`src/rtl/ibex_pkg.sv`:
```
// Shared types for the writeback pipeline slice.
package ibex_pkg;

    // Instruction class carried from EX into the writeback register.
    typedef enum logic [1:0] {
        WB_INSTR_REG   = 2'd0,  // register-writing ALU / multdiv
        WB_INSTR_LOAD  = 2'd1,
        WB_INSTR_STORE = 2'd2,
        WB_INSTR_OTHER = 2'd3   // retires without an RF write
    } wb_instr_type_e;

endpackage

```
`src/rtl/ibex_wb_pipe.sv`:
```
// Single-entry writeback register between EX and the register file. Holds
// loads/stores until the LSU responds, muxes load data in the response cycle,
// and exposes the held entry as the forwarding source for ID.
module ibex_wb_pipe
    import ibex_pkg::*;
#(
    parameter bit WritebackStage = 1'b1,
    parameter bit ResetAll       = 1'b0
) (
    input  logic        clk_i,
    input  logic        rst_ni,
    input  logic        en_wb_i,
    input  logic [1:0]  instr_type_wb_i,
    input  logic [4:0]  rf_waddr_id_i,
    input  logic [31:0] rf_wdata_id_i,
    input  logic        rf_we_id_i,
    input  logic        lsu_resp_valid_i,
    input  logic        lsu_resp_err_i,
    input  logic [31:0] lsu_rdata_i,
    output logic        ready_wb_o,
    output logic [4:0]  rf_waddr_wb_o,
    output logic [31:0] rf_wdata_wb_o,
    output logic        rf_we_wb_o,
    output logic        outstanding_load_wb_o,
    output logic        instr_done_wb_o,
    output logic        resp_unexpected_o
);

    wb_instr_type_e instr_type_in;
    wb_instr_type_e type_q;
    logic           valid_q;
    logic [4:0]     waddr_q;
    logic [31:0]    wdata_q;
    logic           we_q;
    logic           unexp_q;
    logic           unexp_d;

    logic           held_mem;
    logic           completing;
    logic           capture;

    assign instr_type_in = wb_instr_type_e'(instr_type_wb_i);

    // A held load/store is the only state in which an LSU response is legal.
    assign held_mem   = valid_q & ((type_q == WB_INSTR_LOAD) | (type_q == WB_INSTR_STORE));
    // Non-memory entries retire in their first held cycle; memory entries wait for the response.
    assign completing = valid_q & (~held_mem | lsu_resp_valid_i);
    assign capture    = en_wb_i & ready_wb_o;
    assign unexp_d    = unexp_q | (lsu_resp_valid_i & ~held_mem);

    if (WritebackStage) begin : g_wb_stage
        logic valid_d;

        // Occupancy: a capture always (re)fills the entry, otherwise retiring empties it.
        always_comb begin
            valid_d = valid_q;
            if (capture) begin
                valid_d = 1'b1;
            end else if (completing) begin
                valid_d = 1'b0;
            end
        end

        // Control state with asynchronous reset; reset mid-load simply drops the entry.
        always_ff @(posedge clk_i or negedge rst_ni) begin
            if (!rst_ni) begin
                valid_q <= 1'b0;
            end else begin
                valid_q <= valid_d;
            end
        end

        if (ResetAll) begin : g_data_rst
            // Entry payload, cleared on reset in this configuration.
            always_ff @(posedge clk_i or negedge rst_ni) begin
                if (!rst_ni) begin
                    type_q  <= WB_INSTR_REG;
                    waddr_q <= 5'd0;
                    wdata_q <= 32'd0;
                    we_q    <= 1'b0;
                end else if (capture) begin
                    type_q  <= instr_type_in;
                    waddr_q <= rf_waddr_id_i;
                    wdata_q <= rf_wdata_id_i;
                    we_q    <= rf_we_id_i;
                end
            end
        end else begin : g_data_norst
            // Entry payload; valid_q alone qualifies it, so no reset is needed.
            always_ff @(posedge clk_i) begin
                if (capture) begin
                    type_q  <= instr_type_in;
                    waddr_q <= rf_waddr_id_i;
                    wdata_q <= rf_wdata_id_i;
                    we_q    <= rf_we_id_i;
                end
            end
        end
    end else begin : g_pass
        // Pass-through mode keeps no entry; ties make every held-state term inert.
        assign valid_q = 1'b0;
        assign type_q  = WB_INSTR_OTHER;
        assign waddr_q = 5'd0;
        assign wdata_q = 32'd0;
        assign we_q    = 1'b0;
    end

    // Sticky flag for an LSU response that had no load/store to match.
    always_ff @(posedge clk_i or negedge rst_ni) begin
        if (!rst_ni) begin
            unexp_q <= 1'b0;
        end else begin
            unexp_q <= unexp_d;
        end
    end

    assign resp_unexpected_o = unexp_q;

    // Output decode: held entry in registered mode, qualified inputs in pass-through mode.
    always_comb begin
        ready_wb_o            = 1'b1;
        rf_waddr_wb_o         = 5'd0;
        rf_wdata_wb_o         = 32'd0;
        rf_we_wb_o            = 1'b0;
        outstanding_load_wb_o = 1'b0;
        instr_done_wb_o       = 1'b0;
        if (WritebackStage) begin
            ready_wb_o            = ~valid_q | completing;
            outstanding_load_wb_o = valid_q & (type_q == WB_INSTR_LOAD) & ~lsu_resp_valid_i;
            instr_done_wb_o       = completing;
            rf_we_wb_o            = completing & we_q &
                                    ((type_q == WB_INSTR_REG) |
                                     ((type_q == WB_INSTR_LOAD) & ~lsu_resp_err_i));
            if (valid_q) begin
                rf_waddr_wb_o = waddr_q;
                // Load data bypasses the register so the write lands in the response cycle.
                rf_wdata_wb_o = ((type_q == WB_INSTR_LOAD) && lsu_resp_valid_i) ? lsu_rdata_i
                                                                                 : wdata_q;
            end
        end else if (en_wb_i) begin
            rf_waddr_wb_o   = rf_waddr_id_i;
            rf_wdata_wb_o   = rf_wdata_id_i;
            rf_we_wb_o      = rf_we_id_i & (instr_type_in == WB_INSTR_REG);
            instr_done_wb_o = 1'b1;
        end
    end

endmodule

```
`config.mk`:
```
export PLATFORM = sky130hd
export DESIGN_NAME = ibex_wb_pipe
export DESIGN_NICKNAME = d
export VERILOG_FILES = /design/src/rtl/ibex_pkg.sv /design/src/rtl/ibex_wb_pipe.sv
export SDC_FILE = /design/constraint.sdc
export NUM_CORES = 1
export LEC_CHECK = 0
export BUFFER_PORTS_ARGS = -buffer_cell sky130_fd_sc_hd__buf_2
export CORE_ASPECT_RATIO = 0.9
export CORE_MARGIN = 1.5
export CORE_UTILIZATION = 44
export DETAILED_ROUTE_END_ITERATION = 8
export PLACE_DENSITY = 0.8
export SLEW_MARGIN = 20
export SYNTH_ARGS = -nofsm -noshare
export SYNTH_HDL_FRONTEND = slang
export SYNTH_SLANG_ARGS = --single-unit
```
`constraint.sdc`:
```
create_clock -name clk_i -period 2.6 [get_ports clk_i]
set_input_delay 0.39 -clock clk_i [delete_from_list [all_inputs] [get_ports clk_i]]
set_output_delay 0.39 -clock clk_i [all_outputs]
set_load 0.1 [all_outputs]
```
==> flow_summary_export.csv, run 1 <==
group,metric,value,unit
global_route,grt.overflow.total,0,
global_route,grtUsageMet2,31.7,%
pwr,power,1870,uW
timing,fmax,0.438,GHz
synth,synth_cell_types,21,
synth,synth_top_family_by_area,"simple AND/OR/NAND/NOR gates",
critical_path,cp-end-kind,"output pin",
timing,tightest_slew,541,ps
global_route,antenna_found_initial,0,
finish,syn_to_final_growth,32.9,%
status,status,"completed",
pwr,p_comb_share,36.6,%
timing,finalSetupViolCount,0,
floorplanning,die_h,69.1,um
synth,async_reset_ff_share,4.76,%
floorplanning,placementRows,23,
pwr,ir_drop,451,uV
placed_design,preCtsSetupSlack,427,ps
synth,ys_top_cells_by_count,"edfxtp_1 (40), nand2_1 (33), nand4_1 (32)",
hold_path,min_path_type,"input pin to register",
finish,num_antenna_cells,0,
placed_design,gp_congestion,0.776,
clock_network,clkLatencyLatePin,280,ps
global_route,grt_pass1_vias,1722,
synth,yosysMostFrequentCell,"edfxtp_1",
timing,max-slew-margin-rel,63.9,%
timing,slew_violations,0,
floorplanning,dieArea,5280,um^2
pwr,power.density,659,nW/um^2
critical_path,startpoint_type,"register",
pwr,leakagePower,0.00125,uW
global_route,grt_max_degree,53,
placed_design,place_area,2750,um^2
pwr,switchingPower,757,uW
synth,syn_area,2130,um^2
critical_path,worstPathRequired,2210,ps
timing,fin_crit,2280,ps
clock_network,cts_buffers,5,
route,drc_errors,0,
finish,drive_gt1_share,55.7,%
synth,synth-seq-cells,42,
timing,finalCritPeriodShare,87.9,%
flow_run,drv_cap,0,
route,antenna_left,0,
synth,ys_warn_count,0,
placed_design,io_buffers,118,
global_route,gr-usage-met1,20.8,%
route,wl,4.73,mm
synth,synth.area.top_cells,"edfxtp_1 (56%), o21ai_2 (12%), nand4_1 (9.4%)",
pwr,power.clock.fraction,20.1,%
synth,yosysTopAreaCell,"edfxtp_1",
pwr,p_sw_share,40.5,%
synth,muxShareOfSynthArea,0,%
synth,synth_flop_cell,"edfxtp_1",
clock_network,clock_path_buffers,2,
pwr,internal_power,1110,uW
finish,fin_nets,368,
synth,synth-compound-area-share,13.7,%
route,detail_route.wl_per_cell,13.5,um
synth,synth_enable_flop_cells,40,
critical_path,path_max_fanout,32,
route,viasPerCell,5.06,
global_route,use_met3,5.43,%
critical_path,cp_data_arrival_time,1890,ps
critical_path,crit_type,"register to output pin",
global_route,grt.busiest_layer,"met2",
timing,timing.final.ws_setup,316,ps
clock_network,cts_max_level,2,
route,drtIter0Drc,67,
clock_network,clkTransAtPathRegs,70,ps
floorplanning,initial_core_util,46.9,%
synth,synth.top_cell.area_share,56.3,%
timing,finalHoldViolations,0,
timing,skew,2.46,ps
synth,syn_area_per_cell,12.1,um^2
placed_design,place_hpwl,3.46,mm
route,vias,1776,
pwr,p_seq_share,43.3,%
synth,synth_fa_ha_area_share,1.17,%
synth,postSynthNetCount,256,
synth,ys_seq_area_share,58.6,%
clock_network,cts.root.buffer_cell,"clkbuf_8",
floorplanning,dieWidth,76.4,um
timing,rsz0062_at_grt,"no",
clock_network,cts_tree,"built",
synth,syn_inst,177,
global_route,grt_pass1_wl,7.51,mm
global_route,grt_usage,17.9,%
finish,finish.instance_area,2840,um^2
route,dr.pass1.iters,4,
floorplanning,io_pins,119,
synth,synth-simple-area-share,19.3,%
synth,synth_xor_area_share,0,%
clock_network,cts_sinks,42,
floorplanning,fp.coreArea,4550,um^2
[power groups by stage]
stage,registers [uW],logic [uW],clock network [uW]
after floorplan,815,561,0
after global placement,823,680,0
final,810,684,377
after detailed placement,825,685,0
after global routing,814,712,414
after CTS,810,687,389
[through the flow]
step | instances | hold slack, ps | utilization, % | TNS, ps
CTS | 351 | 270 | 62.4 | 0
detailed placement | 343 | 182 | 60.5 | 0
global placement | 343 | 178 | 60.5 | 0
finish | 351 | 279 | 62.4 | 0
global route | 351 | 264 | 62.4 | 0
floorplan | 177 | 94.4 | - | -64.4
[flip-flops by register name, indices dropped and copies added, names as in the netlist]
register and cells:
wdata_q 32, waddr_q 5, valid_q 1, we_q 1, type_q 2, resp_unexpected_o 1
[cell families after synthesis]
group | count (synthesis)
simple gates | 78
buf+inv | 21
fa+ha+maj | 2
compound gates | 34
flops | 42
[critical path: stages, from the launching register on]
cell      delay (ps)
edfxtp_1         370
inv_1             80
ha_1             190
and2_4           510
o21ai_1          140
buf_2            310
[placed cells by master (no fill, tap or decap)]
cell type	instances
o21ai_1	2
buf_4	3
nand3b_1	1
and3b_1	1
nor2b_1	1
clkbuf_1	2
edfxtp_1	40
o2111a_1	1
a21o_1	1
nand2b_1	2
dlygate4sd3_1	1
buf_2	116
dfrtp_2	1
o21ai_2	30
ha_1	2
and2_1	6
buf_12	4
dfrtp_1	1
and2_2	1
nand2_1	33
nand4_1	32
inv_1	2
and2_4	1
clkbuf_8	5
[cell type report]
type | instances | area, um^2
clock buffers | 7 | 76.3
repair buffers | 124 | 693
multi-input cells | 114 | 729
well taps | 62 | 77.6
fillers | 390 | 1710
flip-flops and latches | 42 | 1250
inverters | 2 | 7.51
[final timing paths]
path                              startpoint                end  slack, ps  depth (start not counted)
max                                type_q[1]  rf_wdata_wb_o[31]        320                          5
min                        rf_wdata_id_i[22]        wdata_q[22]        280                          1
max reg2reg                        type_q[0]        wdata_q[18]        770                          5
min reg2reg                resp_unexpected_o  resp_unexpected_o        460                          1
max in group asynchronous             rst_ni            valid_q       2070                          2
min in group asynchronous             rst_ni  resp_unexpected_o        420                          2
[routing by layer]
| metal | part of all wire (%) | routed length [um] |
|---|---|---|
| met1 | 39 | 1850 |
| met2 | 52 | 2460 |
| met3 | 7.9 | 375 |
| met4 | 0.89 | 42 |
| met5 | 0 | 0 |
[what timing repair did]
action,in CTS,in global routing
hold endpoints to repair,2,0
buffers inserted,0,0
gates resized for setup,0,0
hold buffers,1,0
No activity file was read; power rests on OpenSTA's default activity.
==> inputs of run 2 (changes only) <==
--- a/config.mk
+++ b/config.mk
@@ -11,6 +11,7 @@
 export CORE_UTILIZATION = 44
 export DETAILED_ROUTE_END_ITERATION = 8
 export PLACE_DENSITY = 0.8
+export RECOVER_POWER = 50
 export SLEW_MARGIN = 20
 export SYNTH_ARGS = -nofsm -noshare
 export SYNTH_HDL_FRONTEND = slang
==> flow_summary_export.csv, run 2 (synthesis results as in run 1) <==
group,metric,value,unit
critical_path,cp-end-kind,"output pin",
finish,num_antenna_cells,0,
critical_path,cp_cell_sequence,"inv_1 > ha_1 > and2_4 > o21ai_1 > buf_2",
global_route,grt_usage,17.9,%
timing,finalSetupViolCount,0,
global_route,grt.overflow.total,0,
clock_network,clkTransAtPathRegs,70,ps
timing,rsz0062_at_grt,"no",
timing,final.setup.tns,0,ps
floorplanning,fp.coreArea,4550,um^2
clock_network,cts_resized,0,
finish,finish.instance_area,2830,um^2
clock_network,cts.root.buffer_cell,"clkbuf_8",
status,status,"completed",
finish,fill_cells,392,
clock_network,clkLatencyLatePin,280,ps
route,drtIter0Drc,67,
critical_path,crit_path_top_delay_cell,"and2_4",
pwr,power.density,660,nW/um^2
floorplanning,dieArea,5280,um^2
global_route,grt.busiest_layer,"met2",
finish,mostFrequentLayoutCell,"buf_2",
finish,syn_to_final_growth,32.8,%
clock_network,cts_tree,"built",
clock_network,cts_hold_buf,1,
finish,reg.largest.list,"wdata_q x32, waddr_q x5, type_q x2",
clock_network,cts_buffers,5,
route,dr.pass1.iters,4,
finish,regMostFlops,"wdata_q",
pwr,leakagePower,0.00125,uW
route,viasPerCell,5.15,
placed_design,preCtsSetupSlack,427,ps
placed_design,gp_congestion,0.776,
timing,finalHoldViolations,0,
critical_path,cp_data_arrival_time,1890,ps
finish,fin_nets,368,
global_route,grtUsageMet2,31.7,%
critical_path,crit_path_max_incr_delay,510,ps
global_route,use_met3,5.43,%
hold_path,min_path_type,"input pin to register",
timing,slew_violations,0,
global_route,gr-usage-met1,20.8,%
global_route,grt_max_degree,53,
critical_path,crit_type,"register to output pin",
critical_path,path_max_fanout,32,
clock_network,cts_setup_buffers,0,
critical_path,worstPathRequired,2210,ps
timing,timing.final.ws_setup,315,ps
placed_design,placedCellCount,343,
global_route,antenna_found_initial,0,
timing,finalCritPeriodShare,87.9,%
finish,finalNonFillerCells,351,
global_route,grt_pass1_vias,1722,
finish,largest_reg_flops,32,
global_route,grt_pass1_wl,7.51,mm
finish,drive_gt1_share,55.0,%
route,vias,1806,
route,antenna_left,0,
timing,max-slew-margin-rel,22.1,%
timing,tightest_slew,1170,ps
pwr,ir_drop,451,uV
finish,mostFrequentLayoutCells,"buf_2 (112), edfxtp_1 (40), nand2_1 (33)",
critical_path,startpoint_type,"register",
placed_design,place_hpwl,3.46,mm
timing,fin_crit,2280,ps
clock_network,clock_path_buffers,2,
placed_design,io_buffers,118,
floorplanning,io_pins,119,
floorplanning,placementRows,23,
timing,fmax,0.438,GHz
timing,skew,2.26,ps
placed_design,place_area,2750,um^2
clock_network,cts_max_level,2,
route,detail_route.wl_per_cell,13.4,um
clock_network,cts_sinks,42,
floorplanning,die_h,69.1,um
floorplanning,initial_core_util,46.9,%
floorplanning,dieWidth,76.4,um
route,wl,4.72,mm
flow_run,drv_cap,0,
route,drc_errors,0,
-- run 2: cell count changes in the layout (fill, tap and decap cells not counted) --
cell,before,now
buf_2,116,112
clkbuf_2,0,2
clkbuf_1,2,4
-- run 2: layer usage --
layer	wire length, um	part of all wire [%]	up-vias
met2	2460	52	79
li1	-	-	890
met3	376	8.0	6
met5	0	0	-
met1	1850	39	831
met4	34	0.72	0
-- run 2: path summary, 6_finish.rpt --
path,slack [ps],cells after the start,to,startpoint
min,280,1,wdata_q[22],rf_wdata_id_i[22]
max in group asynchronous,2030,2,valid_q,rst_ni
min in group asynchronous,430,2,resp_unexpected_o,rst_ni
max,320,5,rf_wdata_wb_o[31],type_q[1]
max reg2reg,770,5,wdata_q[15],type_q[0]
min reg2reg,460,1,resp_unexpected_o,resp_unexpected_o
-- run 2: critical path: cells and delay by family, from the launching register on --
| family | cells | cell delay [ps] |
|---|---|---|
| AND/OR/NAND/NOR | 1 | 510 |
| buffers and inverters | 2 | 390 |
| flip-flops | 1 | 370 |
| AO/OA/AOI/OAI | 1 | 140 |
| adder cells (fa/ha/maj) | 1 | 190 |
-- run 2: metrics by stage --
stage / hold slack (ps) / total power [uW] / util [%]
global placement: 178 / 1500 / 60.5
detailed placement: 182 / 1510 / 60.5
finish: 279 / 1870 / 62.3
global route: 264 / 1940 / 62.3
floorplan: 94.4 / 1380 / -
CTS: 270 / 1890 / 62.4
-- run 2: cell type report --
class / instances / area [um^2] / area share (%)
Clock buffer: 7 / 76.3 / 2.69
Inverter: 2 / 7.51 / 0.265
Multi-Input combinational cell: 114 / 729 / 25.7
Sequential cell: 42 / 1250 / 44.2
Tap cell: 62 / 77.6 / 2.74
Timing Repair Buffer: 124 / 691 / 24.4
-- run 2: where the power goes --
part / internal [uW] / total (uW) / switching, uW
Combinational: 136 / 684 / 548
Sequential: 792 / 810 / 18.0
Clock: 185 / 376 / 191
